$ cat src/rtl/cmplx_mul_host_if_if.sv
// Bus bundle between the host-side initiator, the host and the complex multiplier.
// The master modport is the initiator's view. The slave modport is the environment's view (host plus multiplier).
interface cmplx_mul_host_if_if #(
  parameter int unsigned DATA_WIDTH = 8
);
  localparam int unsigned OP_W  = 4 * DATA_WIDTH;
  localparam int unsigned RES_W = 2 * (2 * DATA_WIDTH + 1);

  logic             in_wr;
  logic [OP_W-1:0]  in_data;
  logic             in_full;
  logic             op_val;
  logic             op_ready;
  logic [OP_W-1:0]  op_data;
  logic             res_val;
  logic             res_ready;
  logic [RES_W-1:0] res_data;
  logic             out_rd;
  logic [RES_W-1:0] out_data;
  logic             out_empty;

  modport master (
    input  in_wr, in_data, op_ready, res_val, res_data, out_rd,
    output in_full, op_val, op_data, res_ready, out_data, out_empty
  );

  modport slave (
    output in_wr, in_data, op_ready, res_val, res_data, out_rd,
    input  in_full, op_val, op_data, res_ready, out_data, out_empty
  );
endinterface

$ cat src/rtl/cmplx_mul_host_if.sv
// Host-side initiator for the complex multiplier: operand FIFO -> op handshake,
// res handshake -> result FIFO, one operation outstanding with result space reserved.
module cmplx_mul_host_if #(
  parameter int unsigned DATA_WIDTH = 8,
  parameter int unsigned FIFO_DEPTH = 4
) (
  input logic                  clk,
  input logic                  rst,
  input logic                  sw_rst,
  cmplx_mul_host_if_if.master  bus
);
  localparam int unsigned OP_W  = 4 * DATA_WIDTH;
  localparam int unsigned RES_W = 2 * (2 * DATA_WIDTH + 1);
  localparam int unsigned PTR_W = (FIFO_DEPTH > 1) ? $clog2(FIFO_DEPTH) : 1;
  localparam int unsigned CNT_W = PTR_W + 1;

  typedef enum logic [1:0] {
    IDLE     = 2'd0,
    SEND     = 2'd1,
    WAIT_RES = 2'd2
  } state_e;

  state_e           state_q;
  logic             op_val_q;
  logic             res_ready_q;
  logic [OP_W-1:0]  op_data_q;

  logic [OP_W-1:0]  op_mem_q [FIFO_DEPTH];
  logic [PTR_W-1:0] op_wr_ptr_q, op_wr_ptr_d;
  logic [PTR_W-1:0] op_rd_ptr_q, op_rd_ptr_d;
  logic [CNT_W-1:0] op_cnt_q, op_cnt_d;
  logic             in_full_q;

  logic [RES_W-1:0] res_mem_q [FIFO_DEPTH];
  logic [PTR_W-1:0] res_wr_ptr_q, res_wr_ptr_d;
  logic [PTR_W-1:0] res_rd_ptr_q, res_rd_ptr_d;
  logic [CNT_W-1:0] res_cnt_q, res_cnt_d;
  logic             out_empty_q;
  logic [RES_W-1:0] out_data_q, out_data_d;

  logic op_push, op_pop, res_push, res_pop, issue;

  // Handshake qualification, FIFO pointer/count next-state and registered head lookahead
  always_comb begin
    op_push  = bus.in_wr & ~in_full_q;
    op_pop   = (state_q == SEND) & bus.op_ready;
    res_push = res_ready_q & bus.res_val;
    res_pop  = bus.out_rd & ~out_empty_q;
    issue    = (state_q == IDLE) && (op_cnt_q != '0) &&
               (res_cnt_q != CNT_W'(FIFO_DEPTH));

    op_wr_ptr_d  = op_wr_ptr_q + PTR_W'(op_push);
    op_rd_ptr_d  = op_rd_ptr_q + PTR_W'(op_pop);
    res_wr_ptr_d = res_wr_ptr_q + PTR_W'(res_push);
    res_rd_ptr_d = res_rd_ptr_q + PTR_W'(res_pop);

    op_cnt_d = op_cnt_q;
    if (op_push && !op_pop) begin
      op_cnt_d = op_cnt_q + CNT_W'(1);
    end else if (!op_push && op_pop) begin
      op_cnt_d = op_cnt_q - CNT_W'(1);
    end

    res_cnt_d = res_cnt_q;
    if (res_push && !res_pop) begin
      res_cnt_d = res_cnt_q + CNT_W'(1);
    end else if (!res_push && res_pop) begin
      res_cnt_d = res_cnt_q - CNT_W'(1);
    end

    // The new head is the word being pushed this edge when it lands on the next read slot
    out_data_d = '0;
    if (res_cnt_d != '0) begin
      if (res_push && (res_wr_ptr_q == res_rd_ptr_d)) begin
        out_data_d = bus.res_data;
      end else begin
        out_data_d = res_mem_q[res_rd_ptr_d];
      end
    end
  end

  // FIFO storage carries no reset; validity is tracked by the counts
  always_ff @(posedge clk) begin
    if (op_push) begin
      op_mem_q[op_wr_ptr_q] <= bus.in_data;
    end
    if (res_push) begin
      res_mem_q[res_wr_ptr_q] <= bus.res_data;
    end
  end

  // FIFO pointers, counts and status flags
  always_ff @(posedge clk or posedge rst) begin
    if (rst) begin
      op_wr_ptr_q  <= '0;
      op_rd_ptr_q  <= '0;
      op_cnt_q     <= '0;
      in_full_q    <= 1'b0;
      res_wr_ptr_q <= '0;
      res_rd_ptr_q <= '0;
      res_cnt_q    <= '0;
      out_empty_q  <= 1'b1;
      out_data_q   <= '0;
    end else if (sw_rst) begin
      op_wr_ptr_q  <= '0;
      op_rd_ptr_q  <= '0;
      op_cnt_q     <= '0;
      in_full_q    <= 1'b0;
      res_wr_ptr_q <= '0;
      res_rd_ptr_q <= '0;
      res_cnt_q    <= '0;
      out_empty_q  <= 1'b1;
      out_data_q   <= '0;
    end else begin
      op_wr_ptr_q  <= op_wr_ptr_d;
      op_rd_ptr_q  <= op_rd_ptr_d;
      op_cnt_q     <= op_cnt_d;
      in_full_q    <= (op_cnt_d == CNT_W'(FIFO_DEPTH));
      res_wr_ptr_q <= res_wr_ptr_d;
      res_rd_ptr_q <= res_rd_ptr_d;
      res_cnt_q    <= res_cnt_d;
      out_empty_q  <= (res_cnt_d == '0);
      out_data_q   <= out_data_d;
    end
  end

  // Issue FSM; op_val/res_ready are registered alongside the state
  always_ff @(posedge clk or posedge rst) begin
    if (rst) begin
      state_q     <= IDLE;
      op_val_q    <= 1'b0;
      res_ready_q <= 1'b0;
      op_data_q   <= '0;
    end else if (sw_rst) begin
      state_q     <= IDLE;
      op_val_q    <= 1'b0;
      res_ready_q <= 1'b0;
      op_data_q   <= '0;
    end else begin
      case (state_q)
        IDLE: begin
          if (issue) begin
            op_data_q <= op_mem_q[op_rd_ptr_q];
            op_val_q  <= 1'b1;
            state_q   <= SEND;
          end
        end
        SEND: begin
          if (bus.op_ready) begin
            op_val_q    <= 1'b0;
            res_ready_q <= 1'b1;
            state_q     <= WAIT_RES;
          end
        end
        WAIT_RES: begin
          if (bus.res_val) begin
            res_ready_q <= 1'b0;
            state_q     <= IDLE;
          end
        end
        default: begin
          op_val_q    <= 1'b0;
          res_ready_q <= 1'b0;
          state_q     <= IDLE;
        end
      endcase
    end
  end

  assign bus.in_full   = in_full_q;
  assign bus.op_val    = op_val_q;
  assign bus.op_data   = op_data_q;
  assign bus.res_ready = res_ready_q;
  assign bus.out_data  = out_data_q;
  assign bus.out_empty = out_empty_q;

endmodule

$ cat src/flat_wrapper.sv
// flat-port wrapper written by rule: the top's interface ports become plain ports
module cmplx_mul_host_if_flat 
#(
  parameter int unsigned DATA_WIDTH = 8,
  parameter int unsigned FIFO_DEPTH = 4
)
  (clk, rst, sw_rst, bus_in_wr, bus_in_data, bus_op_ready, bus_res_val, bus_res_data, bus_out_rd, bus_in_full, bus_op_val, bus_op_data, bus_res_ready, bus_out_data, bus_out_empty);
  cmplx_mul_host_if_if #(.DATA_WIDTH(DATA_WIDTH)) bus_i ();
  input logic clk;
  input logic rst;
  input logic sw_rst;
  input wire logic [$bits(bus_i.in_wr)-1:0] bus_in_wr;
  input wire logic [$bits(bus_i.in_data)-1:0] bus_in_data;
  input wire logic [$bits(bus_i.op_ready)-1:0] bus_op_ready;
  input wire logic [$bits(bus_i.res_val)-1:0] bus_res_val;
  input wire logic [$bits(bus_i.res_data)-1:0] bus_res_data;
  input wire logic [$bits(bus_i.out_rd)-1:0] bus_out_rd;
  output wire logic [$bits(bus_i.in_full)-1:0] bus_in_full;
  output wire logic [$bits(bus_i.op_val)-1:0] bus_op_val;
  output wire logic [$bits(bus_i.op_data)-1:0] bus_op_data;
  output wire logic [$bits(bus_i.res_ready)-1:0] bus_res_ready;
  output wire logic [$bits(bus_i.out_data)-1:0] bus_out_data;
  output wire logic [$bits(bus_i.out_empty)-1:0] bus_out_empty;
  assign bus_i.in_wr = bus_in_wr;
  assign bus_i.in_data = bus_in_data;
  assign bus_i.op_ready = bus_op_ready;
  assign bus_i.res_val = bus_res_val;
  assign bus_i.res_data = bus_res_data;
  assign bus_i.out_rd = bus_out_rd;
  assign bus_in_full = bus_i.in_full;
  assign bus_op_val = bus_i.op_val;
  assign bus_op_data = bus_i.op_data;
  assign bus_res_ready = bus_i.res_ready;
  assign bus_out_data = bus_i.out_data;
  assign bus_out_empty = bus_i.out_empty;
  cmplx_mul_host_if #(.DATA_WIDTH(DATA_WIDTH), .FIFO_DEPTH(FIFO_DEPTH)) u_core (.clk(clk), .rst(rst), .sw_rst(sw_rst), .bus(bus_i));
endmodule
$ cat config.mk
export PLATFORM = sky130hd
export DESIGN_NAME = cmplx_mul_host_if_flat
export DESIGN_NICKNAME = d
export VERILOG_FILES = /design/src/rtl/cmplx_mul_host_if_if.sv /design/src/rtl/cmplx_mul_host_if.sv /design/src/flat_wrapper.sv
export SDC_FILE = /design/constraint.sdc
export NUM_CORES = 1
export LEC_CHECK = 0
export ABC_AREA = 1
export BUFFER_PORTS_ARGS = -buffer_cell sky130_fd_sc_hd__buf_2
export CAP_MARGIN = 20
export CORE_ASPECT_RATIO = 0.7
export CORE_MARGIN = 3
export CORE_UTILIZATION = 50
export CTS_BUF_LIST = sky130_fd_sc_hd__clkbuf_2 sky130_fd_sc_hd__clkbuf_4 sky130_fd_sc_hd__clkbuf_8
export DETAILED_ROUTE_END_ITERATION = 10
export GPL_TIMING_DRIVEN = 1
export PLACE_DENSITY = 0.68
export SETUP_SLACK_MARGIN = 0.5
export SLEW_MARGIN = 0
export SYNTH_ARGS = -nofsm -noshare
export SYNTH_HDL_FRONTEND = slang
export SYNTH_SLANG_ARGS = --single-unit
$ cat constraint.sdc
create_clock -name clk -period 6.3 [get_ports clk]
set_input_delay 0.315 -clock clk [delete_from_list [all_inputs] [get_ports clk]]
set_output_delay 0.315 -clock clk [all_outputs]
set_load 0.02 [all_outputs]
=== After elaboration in Yosys (flattened, before gate mapping) ===
Memories as Yosys holds them, arrays and structs flattened.
Index checks and enable logic that the tools add are counted.

* Reduce and logical (&&, ||, !) cells: 21
* Add/sub/neg operators: 8
* Bitwise gates (word level): 6
* Mux-type cells: 35
* Equal/unequal tests: 10

{| class="wikitable"
|+ Operators with widths
! operator !! number
|-
| 2-to-1 mux 34 bit || 3
|-
| 2-to-1 mux 32 bit || 3
|-
| 2-to-1 mux 3 bit || 6
|-
| 2-to-1 mux 2 bit || 8
|-
| 2-to-1 mux 1 bit || 12
|-
| != test 3 bit (second input constant) || 3
|-
| AND reduction 3 bit || 3
|-
| adder 2 x 1 -> 2 bit || 4
|-
| logical AND 1 bit || 7
|-
| adder 3 x 1 -> 3 bit (second input constant) || 2
|-
| case mux 1 bit (3 select lines) || 2
|-
| case mux 2 bit (3 select lines) || 1
|-
| nonzero test 3 bit || 2
|-
| subtractor 3 x 1 -> 3 bit (second input constant) || 2
|-
| bitwise AND 1 bit || 4
|-
| logical NOT 1 bit || 4
|-
| != test 2 bit (second input constant) || 2
|-
| nonzero test 2 bit || 2
|-
| == test 3 bit (second input constant) || 1
|-
| logical NOT 3 bit || 1
|-
| != test 3 x 2 -> 1 bit (second input constant) || 1
|-
| == test 2 x 1 -> 1 bit (second input constant) || 1
|-
| == test 2 bit || 1
|-
| == test 2 bit (second input constant) || 1
|-
| 3 further kinds || 4
|}

* Output and inout port bits: 70
* Register bits after elaboration: 86
* Memories: 2
* Bits in writable memories: 264
* Logic and storage cells: 95
* Input bits: 73

{| class="wikitable"
|+ Memory list
! memory !! depth !! width !! rd ports !! clocked after Yosys merged registers in !! write ports !! RTL line !! source
|-
| u_core.res_mem_q || 4 || 34 || 1 || 0 || 1 || cmplx_mul_host_if.sv:34 || <nowiki>logic [RES_W-1:0] res_mem_q [FIFO_DEPTH];</nowiki>
|-
| u_core.op_mem_q || 4 || 32 || 1 || 0 || 1 || cmplx_mul_host_if.sv:28 || <nowiki>logic [OP_W-1:0] op_mem_q [FIFO_DEPTH];</nowiki>
|}

=== Logic depth before layout (Yosys ltp) ===
Gate-level depths: netlist (run 1).

* Depth after elaboration: 8
* Depth in mapped cells: 12
* Gate-level depth less buffers: 10

=== Worst setup path before layout (run 1) ===
Ideal clock, no wire load.

* Path type: reg-to-reg
* From: reg u_core.in_full_q, in the netlist u_core.bus.in_full
* To: mem u_core.op_mem_q[0][0] (netlist name) (enable)
* Clock period less this slack: 3.488 ns
* Setup slack: 2.812 ns
* Setup time: 0.461 ns
* Data required time: 5.839 ns
* Stages on the path, launching flop included: 4
* Buffers on the path: 0
* Arrival: 3.027 ns
* Cell sequence: dfrtp_1 nor2_1 inv_1 nor3_1

* Cells in the longest elaborated chain, start to end: 4

{| class="wikitable"
|+ RTL lines
! what !! RTL line !! source
|-
| from (decl) || cmplx_mul_host_if.sv:32 || <nowiki>logic in_full_q;</nowiki>
|-
| from (signal assigned) || cmplx_mul_host_if.sv:118 || <nowiki>in_full_q <= (op_cnt_d == CNT_W'(FIFO_DEPTH));</nowiki>
|-
| inverter 1 bit || cmplx_mul_host_if.sv:45 || <nowiki>op_push = bus.in_wr & ~in_full_q;</nowiki>
|-
| bitwise AND 1 bit || cmplx_mul_host_if.sv:45 ||
|-
| 2-to-1 mux 1 bit || cmplx_mul_host_if.sv:84 || <nowiki>if (op_push) begin</nowiki>
|-
| 2-to-1 mux 1 bit (not written as such) || cmplx_mul_host_if.sv:85 || <nowiki>op_mem_q[op_wr_ptr_q] <= bus.in_data;</nowiki>
|-
| to (decl) || cmplx_mul_host_if.sv:28 ||
|}

No other way between the ends.

=== Worst setup path in the final report (run 1) ===
* From: reg u_core.out_empty_q, in the netlist u_core.bus.out_empty
* To: reg u_core.out_data_q[13], in the netlist u_core.bus.out_data[13]

* Cells in the longest elaborated chain, start to end: 8
* Elaborated cells on any way between the ends: 15
* Those cells by class: add/sub (1); eq/ne (1); mux (5); bitwise (2); reduce/logical (5); memory (1)

{| class="wikitable"
|+ RTL lines
! what !! RTL line !! source
|-
| from (decl) || cmplx_mul_host_if.sv:38 || <nowiki>logic out_empty_q;</nowiki>
|-
| from (signal assigned) || cmplx_mul_host_if.sv:122 || <nowiki>out_empty_q <= (res_cnt_d == '0);</nowiki>
|-
| inverter 1 bit (*) || cmplx_mul_host_if.sv:48 || <nowiki>res_pop = bus.out_rd & ~out_empty_q;</nowiki>
|-
| bitwise AND 1 bit (*) || cmplx_mul_host_if.sv:48 ||
|-
| parallel branches: the longest is 4 deep, another holds memory read (4 x 34 bit) || - ||
|-
| 2-to-1 mux 34 bit (*) || cmplx_mul_host_if.sv:73 || <nowiki>if (res_cnt_d != '0) begin</nowiki>
|-
| 2-to-1 mux 34 bit (*) || cmplx_mul_host_if.sv:104 || <nowiki>end else if (sw_rst) begin</nowiki>
|-
| to (signal assigned) || cmplx_mul_host_if.sv:123 || <nowiki>out_data_q <= out_data_d;</nowiki>
|-
| to (decl) || cmplx_mul_host_if.sv:39 || <nowiki>logic [RES_W-1:0] out_data_q, out_data_d;</nowiki>
|}

Mark *: on every way between the ends.
A chain may end at the register's enable or synchronous reset.

==> reports/metrics.csv, run 1 <==
stage;metric;value;unit
die;io pins;143;
sta;Least-Margin Pin Slew;1.06;ns
cells_and_area;share of cells above drive strength 1;0.187;
drt;Routed Antenna Nets;0;
critical_path;crit path kind;register to register;
placement;Final GP Congestion;0.761;
sta;WHS;0.0448;ns
logic_synthesis;Synth Area in Adders;0.00717;
clocking;Clock Latency Late Sink;0.58;ns
drt;Routed wire per std cell;18.1;um
sta;Final Setup Violations;0;
power_and_ir_drop;Max VDD drop;0.000209;V
die;Die ar.;0.0300;mm^2
cells_and_area;commonest non-fill, non-tap cell in the layout;nand2_1;
drt;Total Wirelength;33.5;mm
global_routing;vias in the first global route;9698;
placement;IO Port Bufs;142;
logic_synthesis;compound-cell area share of the yosys netlist;0.0413;
clocking;H-tree Lvls;2;
flow_run;Max-cap violations;0;
clocking;Longest Clk Path Bufs;3;
clocking;post-cts resize count;0;
cells_and_area;Syn-to-layout area delta;20.9;%
logic_synthesis;distinct cell type count after synthesis;28;
clocking;clock sinks;350;
logic_synthesis;syn_area_per_cell;11.4;um^2
die;Initial Utilization;0.516;
logic_synthesis;Syn Std Cell Area;0.0140;mm^2
logic_synthesis;Yosys warnings;0;
drt;DR vias/cell;5.25;
sta;crit path time final;3.53;ns
global_routing;largest net degree at the start of global routing;73;
power_and_ir_drop;PD cells;386;mW/mm^2
critical_path;critical path arrival;3.94;ns
drt;DRT Pass-1 Iters;5;
die;row cnt;50;
sta;Slew HR;0.288;
drt;via count;9716;
clocking;Inserted Clock Buffers;53;
power_and_ir_drop;Lkg Pwr;7.22;nW
sta;worst clock skew;0.0179;ns
logic_synthesis;#FFs+latches synth;350;
critical_path;worst-path fanout max;72;
critical_path;Crit path max-delay family;simple AND/OR/NAND/NOR gates;
critical_path;CP bufs+invs;2;
sta;RSZ-0062 raised after global routing;no;
hold_path;worst min-delay path class;input pin to register;
critical_path;most frequent CP cell;nand2_1;
drt;initial drt markers;664;
logic_synthesis;sequential area share after synthesis;0.722;
sta;TNS Setup;0;ns
logic_synthesis;Synth area leader;edfxtp_1;
die;chip height;146;um
critical_path;critical path, cell by cell;inv_2 > nand3_2 > buf_4 > nand2_1 > nand3_1 > nand2_2 > nand3_2 > nand2_1 > nand2_1 > nor2_1;
drt;DRC errors left;0;
global_routing;grt total ovfl;0;
critical_path;crit end category;register;
logic_synthesis;simple-gate portion of the synthesized area;0.191;
clocking;root buf cell;clkbuf_8;
global_routing;initial antenna violation count;2;
clocking;Setup Buffers After CTS;0;
sta;Fin. Hold Viols;0;
die;placeable core area;0.0271;mm^2
sta;Tcrit/Tclk final;0.560;
clocking;CTS tree;built;
critical_path;Max stage delay on crit path;0.89;ns
cells_and_area;Nets;1522;
placement;DP HPWL;18.0;mm
logic_synthesis;Post-Synthesis Cells;1226;
logic_synthesis;largest family of logic cells by synthesized area;simple AND/OR/NAND/NOR gates;
critical_path;Req. time, crit path;6.71;ns
critical_path;startpoint types;register;
sta;Max Slew Vio Count;0;
critical_path;crit path max-delay cell type;nand3_2;
logic_synthesis;top-area cell type share of the netlist area;0.568;
logic_synthesis;syn nets;1307;
sta;fmax;284;MHz
outcome;status;finished, final reports clean;
cells_and_area;most frequent cells in the layout;273 x nand2_1, 264 x edfxtp_1, 213 x nand3_1;
global_routing;first-pass GRT wire length;53.2;mm
logic_synthesis;Post-Synth XOR/XNOR Area;0.00125;
die;Die Width;206;um
logic_synthesis;multiplexer area fraction after synthesis;0;
global_routing;GRT Resource Usage Total;0.223;
clocking;Reg clk slew, reported paths;0.06;ns
logic_synthesis;ranking of synthesized cells by area;edfxtp_1 57%, dfrtp_1 15%, nand3_1 7.6%, nand2_1 7.4%, nor2_1 3.2%;
[where the power goes]
group / switching (mW) / internal, mW
clock network: 0.853 / 1.06
logic: 1.21 / 0.512
registers: 0.119 / 2.76
[synthesized netlist by cell type, drive strengths merged]
master / n
dfrtp: 85
nor3: 6
nand3b: 1
xnor2: 1
clkbuf: 48
a21oi: 2
edfxtp: 264
ha: 8
nand4: 4
buf: 21
nor2: 121
nand3: 215
o21ai: 71
xor2: 1
o21bai: 1
nand2: 278
dfstp: 1
inv: 65
o22ai: 32
clkinv: 1
[tightest hold or removal path: stages]
cell and delay, ns:
buf_2 0.11, nand4_1 0.10, nand2_1 0.06
[final timing paths]
kind | start | to | slack, ns | cells after the start
setup / recovery | u_core.bus.out_empty$_DFF_PP1_ | u_core.bus.out_data[13]$_DFF_PP0_ | 2.77 | 10
hold / removal | bus_op_ready | u_core.state_q[1]$_DFFE_PP0P_ | 0.04 | 3
setup reg to reg | u_core.bus.out_empty$_DFF_PP1_ | u_core.bus.out_data[13]$_DFF_PP0_ | 2.77 | 10
hold reg to reg | u_core.bus.op_val$_DFFE_PP0P_ | u_core.bus.op_val$_DFFE_PP0P_ | 0.49 | 2
max in group asynchronous | rst | u_core.op_rd_ptr_q[0]$_DFF_PP0_ | 4.75 | 4
min in group asynchronous | rst | u_core.bus.out_data[5]$_DFF_PP0_ | 0.29 | 3
[metrics by stage]
step	area, um^2	utilization	power (mW)	cells	setup slack (ns)
after detailed placement	15100	0.556	4.62	1682	2.74
after CTS	16900	0.622	6.57	1848	2.73
after floorplan	14000	-	4.06	1226	2.81
after global routing	16900	0.623	6.91	1851	2.47
after global placement	15000	0.555	4.59	1681	2.89
final	16900	0.623	6.52	1851	2.77
[what timing repair did]
item | 4_1_cts | 5_1_grt
hold endpoints to repair | 291 | 0
hold buffers | 67 | 0
setup endpoints to repair | 0 | 0
[layout make-up]
type                            instances  area (um^2)
Antenna cell                            2         5.00
Clock buffer                           80         1010
Clock inverter                         19          113
Fill cell                            2200        10200
Inverter                               66          250
Multi-Input combinational cell        741         3410
Sequential cell                       350        10100
Tap cell                              364          455
Timing Repair Buffer                  229         1560
[flip-flops by register name, indices dropped and copies added, names as in the netlist]
| signal | count |
|---|---|
| u_core.res_mem_q | 136 |
| u_core.op_mem_q | 128 |
| u_core.bus.out_data | 34 |
| u_core.bus.op_data | 32 |
| u_core.op_cnt_q | 3 |
| u_core.res_cnt_q | 3 |
| u_core.op_rd_ptr_q | 2 |
| u_core.op_wr_ptr_q | 2 |
| u_core.res_rd_ptr_q | 2 |
| u_core.res_wr_ptr_q | 2 |
| u_core.state_q | 2 |
| u_core.bus.in_full | 1 |
| u_core.bus.op_val | 1 |
| u_core.bus.out_empty | 1 |
| u_core.bus.res_ready | 1 |
[per-layer routing]
metal / up-vias / track usage / share of wire
met4: 0 / 0.0583 / 0.015
met1: 4696 / 0.326 / 0.45
li1: 4670 / - / -
met5: - / 0 / 0
met3: 45 / 0.0452 / 0.068
met2: 305 / 0.348 / 0.47
[logic make-up after synthesis]
kind of cell             count (synthesis)
AO/OA/AOI/OAI                          106
XOR/XNOR                                 2
adder cells (fa/ha/maj)                  8
buffers and inverters                  135
flip-flops                             350
AND/OR/NAND/NOR                        625
Note: power is estimated with default switching activity, not from simulation.
==> run 2, diff against run 1 <==
--- a/config.mk
+++ b/config.mk
@@ -14,7 +14,7 @@
 export CTS_BUF_LIST = sky130_fd_sc_hd__clkbuf_2 sky130_fd_sc_hd__clkbuf_4 sky130_fd_sc_hd__clkbuf_8
 export DETAILED_ROUTE_END_ITERATION = 10
 export GPL_TIMING_DRIVEN = 1
-export PLACE_DENSITY = 0.68
+export PLACE_DENSITY = 0.71
 export SETUP_SLACK_MARGIN = 0.5
 export SLEW_MARGIN = 0
 export SYNTH_ARGS = -nofsm -noshare
==> constraint.sdc (replaced) <==
create_clock -name clk -period 3.2 [get_ports clk]
set_input_delay 0.16 -clock clk [delete_from_list [all_inputs] [get_ports clk]]
set_output_delay 0.16 -clock clk [all_outputs]
set_load 0.02 [all_outputs]
==> run 2 against run 1 <==
Effect of this change: via count up 0.67%; non-clock buffer count up 10; sequential power increased by 97%; first-iteration DRC count increased by 3.0%; highest routed layer unchanged.
==> reports/metrics.csv, run 2 (synthesis results as in run 1) <==
stage;metric;value;unit
global_routing;GRT Resource Usage Total;0.220;
power_and_ir_drop;Tot Pwr;12.7;mW
clocking;H-tree Lvls;2;
critical_path;WP depth;10;
clocking;Clock Latency Late Sink;0.59;ns
clocking;post-cts resize count;0;
die;chip height;146;um
die;Die ar.;0.0300;mm^2
die;io pins;143;
drt;Total Wirelength;32.6;mm
drt;Routed wire per std cell;17.6;um
clocking;Inserted Clock Buffers;51;
critical_path;startpoint types;register;
clocking;CTS hold repair buffers;71;
drt;via count;9781;
flow_run;Max-cap violations;0;
global_routing;initial antenna violation count;1;
cells_and_area;commonest non-fill, non-tap cell in the layout;nand2_1;
die;Initial Utilization;0.516;
global_routing;vias in the first global route;9686;
critical_path;R2R setup slack;1.07;ns
sta;Fin. Hold Viols;0;
critical_path;Crit path max-delay family;simple AND/OR/NAND/NOR gates;
critical_path;Worst Reg-to-Reg Cells;10;
power_and_ir_drop;Max VDD drop;0.000347;V
sta;worst clock skew;0.0292;ns
sta;crit path time final;2.13;ns
clocking;clock sinks;350;
placement;IO Port Bufs;142;
cells_and_area;Nets;1530;
drt;DRC errors left;0;
critical_path;crit path kind;register to register;
sta;WHS;0.127;ns
outcome;status;finished, final reports clean;
sta;fmax;468;MHz
die;row cnt;50;
cells_and_area;Top reg by flops;u_core.res_mem_q;
drt;DR vias/cell;5.27;
clocking;root buf cell;clkbuf_8;
die;Die Width;206;um
critical_path;Req. time, crit path;3.63;ns
drt;Routed Antenna Nets;0;
critical_path;worst-path fanout max;25;
sta;Least-Margin Pin Slew;0.863;ns
drt;initial drt markers;684;
power_and_ir_drop;PD cells;752;mW/mm^2
sta;TNS Setup;0;ns
critical_path;crit end category;register;
die;placeable core area;0.0271;mm^2
power_and_ir_drop;Lkg Pwr;7.26;nW
cells_and_area;share of cells above drive strength 1;0.190;
critical_path;Max stage delay on crit path;0.55;ns
cells_and_area;Non-Filler Instances;1857;
clocking;Reg clk slew, reported paths;0.06;ns
sta;Setup WS post-layout;1.07;ns
sta;Tcrit/Tclk final;0.667;
cells_and_area;max reg flops;136;
global_routing;largest net degree at the start of global routing;71;
placement;DP HPWL;17.5;mm
drt;DRT Pass-1 Iters;5;
critical_path;CP bufs+invs;2;
placement;worst slack at placement;1.10;ns
hold_path;worst min-delay path class;input pin to async pin;
cells_and_area;most frequent cells in the layout;275 x nand2_1, 264 x edfxtp_1, 213 x nand3_1;
global_routing;grt total ovfl;0;
critical_path;crit path max-delay cell type;dfstp_2;
clocking;CTS tree;built;
critical_path;most frequent CP cell;nand2_1;
cells_and_area;Syn-to-layout area delta;21.2;%
placement;Final GP Congestion;0.755;
clocking;Longest Clk Path Bufs;3;
sta;Final Setup Violations;0;
critical_path;critical path, cell by cell;inv_2 > nand3_2 > nand2_1 > nand2_1 > buf_4 > nand3_1 > nand2_1 > nand2_1 > nand2_1 > nor2_1;
placement;placed cells;1687;
clocking;Setup Buffers After CTS;0;
sta;RSZ-0062 raised after global routing;no;
sta;Slew HR;0.421;
critical_path;critical path arrival;2.57;ns
sta;Max Slew Vio Count;0;
global_routing;first-pass GRT wire length;52.1;mm
run 2: cell count changes in the layout (fill, tap and decap cells not counted), moves of 2 or more:
cell / change
clkbuf_8: -7
clkinv_2: -8
buf_4: +5
dlygate4sd3_1: +4
nand2_2: -2
nand2_1: +2
clkbuf_4: +17
clkinv_1: -5
run 2: worst paths after layout:
path,endpoint,startpoint
setup / recovery,u_core.bus.out_data[26]$_DFF_PP0_,u_core.bus.out_empty$_DFF_PP1_
hold / removal,u_core.bus.out_data[31]$_DFF_PP0_,rst
setup reg to reg,u_core.bus.out_data[26]$_DFF_PP0_,u_core.bus.out_empty$_DFF_PP1_
hold reg to reg,u_core.bus.op_val$_DFFE_PP0P_,u_core.bus.op_val$_DFFE_PP0P_
max in group asynchronous,u_core.bus.op_data[4]$_DFFE_PP0P_,rst
min in group clk,u_core.res_cnt_q[2]$_DFF_PP0_,bus_out_rd
run 2: per-stage QoR:
| step | cell area (um^2) | util |
|---|---|---|
| after floorplan | 14000 | - |
| after global placement | 15100 | 0.557 |
| after detailed placement | 15100 | 0.557 |
| after CTS | 16900 | 0.623 |
| after global routing | 16900 | 0.625 |
| final | 16900 | 0.625 |
run 2: per-layer routing:
layer | global-route usage | share of wire | vias up
met3 | 0.0458 | 0.064 | 38
met5 | 0 | 0 | -
met1 | 0.318 | 0.46 | 4743
li1 | - | - | 4689
met4 | 0.0631 | 0.014 | 0
met2 | 0.341 | 0.47 | 311
run 2: where the power goes:
part | switching, mW | internal (mW) | leakage, nW
Clock | 1.65 | 2.03 | 0.578
Sequential | 0.214 | 5.44 | 3.54
Combinational | 2.38 | 1.03 | 3.14
run 2: worst reg2reg max path, cell delays in order, from the launching register on:
cell and delay, ns:
dfstp_2 0.55, inv_2 0.05, nand3_2 0.11, nand2_1 0.09, nand2_1 0.35, buf_4 0.42, nand3_1 0.15, nand2_1 0.09
nand2_1 0.06, nand2_1 0.08, nor2_1 0.04
run 2: cell type report:
type / instances / area, um^2
Antenna cell: 1 / 2.50
Multi-Input combinational cell: 741 / 3410
Fill cell: 2129 / 10200
Clock inverter: 6 / 32.5
Sequential cell: 350 / 10100
Timing Repair Buffer: 239 / 1670
Tap cell: 364 / 455
Inverter: 66 / 250
Clock buffer: 90 / 1040
==> run 3, diff against run 2 <==
==> constraint.sdc (replaced) <==
create_clock -name clk -period 1.8 [get_ports clk]
set_input_delay 0.09 -clock clk [delete_from_list [all_inputs] [get_ports clk]]
set_output_delay 0.09 -clock clk [all_outputs]
set_load 0.02 [all_outputs]
==> run 3 against run 2 <==
Effect of this change: critical path depth is 1 higher; combinational power grew to 2.8 times the previous value; via count is 14% higher; first-iteration DRC count is 45% higher; clock-buffer cell count is 7 lower; cell count is 7.5% higher; the flow now finishes with violations (setup timing); non-clock buffer count is 142 higher; sequential share of layout area is 9.8 points lower.
==> reports/metrics.csv, run 3 (synthesis results as in run 1) <==
stage;metric;value;unit
clocking;CTS tree;built;
sta;RSZ-0062 raised after global routing;yes;
placement;worst slack at placement;0.0860;ns
drt;DR vias/cell;5.58;
die;row cnt;50;
clocking;clock sinks;350;
global_routing;first-pass GRT wire length;62.0;mm
sta;WHS;0.110;ns
critical_path;crit path max-delay cell type;dfstp_2;
critical_path;crit path kind;register to register;
cells_and_area;share of cells above drive strength 1;0.349;
power_and_ir_drop;Max VDD drop;0.000857;V
placement;IO Port Bufs;142;
critical_path;crit end category;register;
cells_and_area;fill count;1644;
placement;DP HPWL;19.8;mm
flow_run;Max-cap violations;0;
die;Initial Utilization;0.516;
placement;Final GP Congestion;0.742;
drt;Total Wirelength;42.4;mm
sta;Slew HR;0.590;
cells_and_area;antenna cells;0;
global_routing;vias in the first global route;11100;
outcome;failing checks;setup timing;
hold_path;worst min-delay path class;input pin to async pin;
global_routing;initial antenna violation count;0;
drt;Routed Antenna Nets;0;
outcome;status;finished with violations;
sta;crit path time final;1.89;ns
cells_and_area;Syn-to-layout area delta;45.3;%
critical_path;critical path arrival;2.38;ns
die;chip height;146;um
drt;initial drt markers;993;
drt;Routed wire per std cell;21.3;um
drt;DRC errors left;0;
clocking;Longest Clk Path Bufs;3;
die;placeable core area;0.0271;mm^2
cells_and_area;max reg flops;136;
critical_path;Max stage delay on crit path;0.58;ns
sta;Setup WS post-layout;-0.0901;ns
cells_and_area;Top reg by flops;u_core.res_mem_q;
drt;DRT Pass-1 Iters;7;
cells_and_area;Nets;1672;
cells_and_area;Core Util, Final;0.749;
die;io pins;143;
sta;Least-Margin Pin Slew;0.613;ns
die;Die ar.;0.0300;mm^2
global_routing;grt total ovfl;0;
power_and_ir_drop;Lkg Pwr;8.66;nW
sta;Fin. Hold Viols;0;
sta;Final Setup Violations;28;
sta;worst clock skew;0.0302;ns
sta;Max Slew Vio Count;0;
critical_path;critical path, cell by cell;inv_4 > nand2_4 > nand2_4 > o21bai_1 > nand2_1 > nand2_2 > nor2_4 > nor2_4 > buf_12 > clkbuf_16 > nor2_1;
sta;fmax;529;MHz
critical_path;Crit path max-delay family;simple AND/OR/NAND/NOR gates;
global_routing;largest net degree at the start of global routing;65;
power_and_ir_drop;PD cells;1310;mW/mm^2
clocking;root buf cell;clkbuf_8;
die;Die Width;206;um
clocking;H-tree Lvls;2;
power_and_ir_drop;Tot Pwr;26.6;mW
critical_path;worst-path fanout max;7;
critical_path;CP bufs+invs;3;
sta;Tcrit/Tclk final;1.05;
cells_and_area;commonest non-fill, non-tap cell in the layout;edfxtp_1;
clocking;Inserted Clock Buffers;51;
cells_and_area;most frequent cells in the layout;264 x edfxtp_1, 196 x nand2_1, 175 x nand3_1;
clocking;Reg clk slew, reported paths;0.07;ns
critical_path;Req. time, crit path;2.29;ns
sta;TNS Setup;-1.87;ns
clocking;Clock Latency Late Sink;0.60;ns
critical_path;startpoint types;register;
global_routing;GRT Resource Usage Total;0.267;
drt;via count;11100;
run 3: report_power, final:
part / switching, mW / total, mW / leakage [nW] / internal, mW
clock: 3.06 / 6.81 / 0.580 / 3.75
sequential: 0.451 / 10.1 / 3.54 / 9.67
combinational: 5.77 / 9.66 / 4.55 / 3.89
run 3: cell type report:
type / count / area, um^2 / share of cell area
sequential: 350 / 10100 / 0.497
clock inverter: 12 / 108 / 0.00530
inverter: 66 / 260 / 0.0128
tap: 364 / 455 / 0.0224
clock buffer: 83 / 986 / 0.0486
timing repair buffer: 381 / 4210 / 0.207
multi-input combinational: 741 / 4180 / 0.206
run 3: worst paths after layout:
path                                           startpoint                                 to  slack [ns]  cells after the start
min in group clk                               bus_out_rd      u_core.res_cnt_q[0]$_DFF_PP0_        0.11                      7
min reg2reg                 u_core.bus.op_val$_DFFE_PP0P_      u_core.bus.op_val$_DFFE_PP0P_        0.50                      2
max reg2reg                u_core.bus.out_empty$_DFF_PP1_  u_core.bus.out_data[31]$_DFF_PP0_       -0.09                     11
max in group asynchronous                             rst     u_core.bus.out_empty$_DFF_PP1_        1.02                      4
min                                                   rst  u_core.bus.out_data[15]$_DFF_PP0_        0.11                      3
max                        u_core.bus.out_empty$_DFF_PP1_  u_core.bus.out_data[31]$_DFF_PP0_       -0.09                     11
run 3: layer usage:
| metal | track usage | part of all wire |
|---|---|---|
| met3 | 0.0523 | 0.096 |
| met1 | 0.390 | 0.42 |
| met2 | 0.413 | 0.46 |
| met5 | 0 | 0 |
| met4 | 0.0787 | 0.025 |
run 3: worst reg2reg max path: stages, from the launching register on:
cell and delay [ns]:
dfstp_2 0.58, inv_4 0.07, nand2_4 0.10, nand2_4 0.08, o21bai_1 0.19, nand2_1 0.10
nand2_2 0.10, nor2_4 0.05, nor2_4 0.16, buf_12 0.15, clkbuf_16 0.17, nor2_1 0.05
run 3: what timing repair did:
item / 4_1_cts / 5_1_grt
buffers inserted: 64 / 19
resized for setup: 101 / 144
cloned: 29 / 8
hold endpoints to repair: 386 / 0
setup endpoints to repair: 333 / 349
pin swaps: 29 / 35
hold buffers: 70 / 0
run 3: per-stage QoR:
| stage | instances | instance area (um^2) |
|---|---|---|
| floorplan | 1226 | 14400 |
| global placement | 1712 | 15900 |
| detailed placement | 1712 | 15900 |
| CTS | 1970 | 19400 |
| global route | 1997 | 20300 |
| finish | 1997 | 20300 |
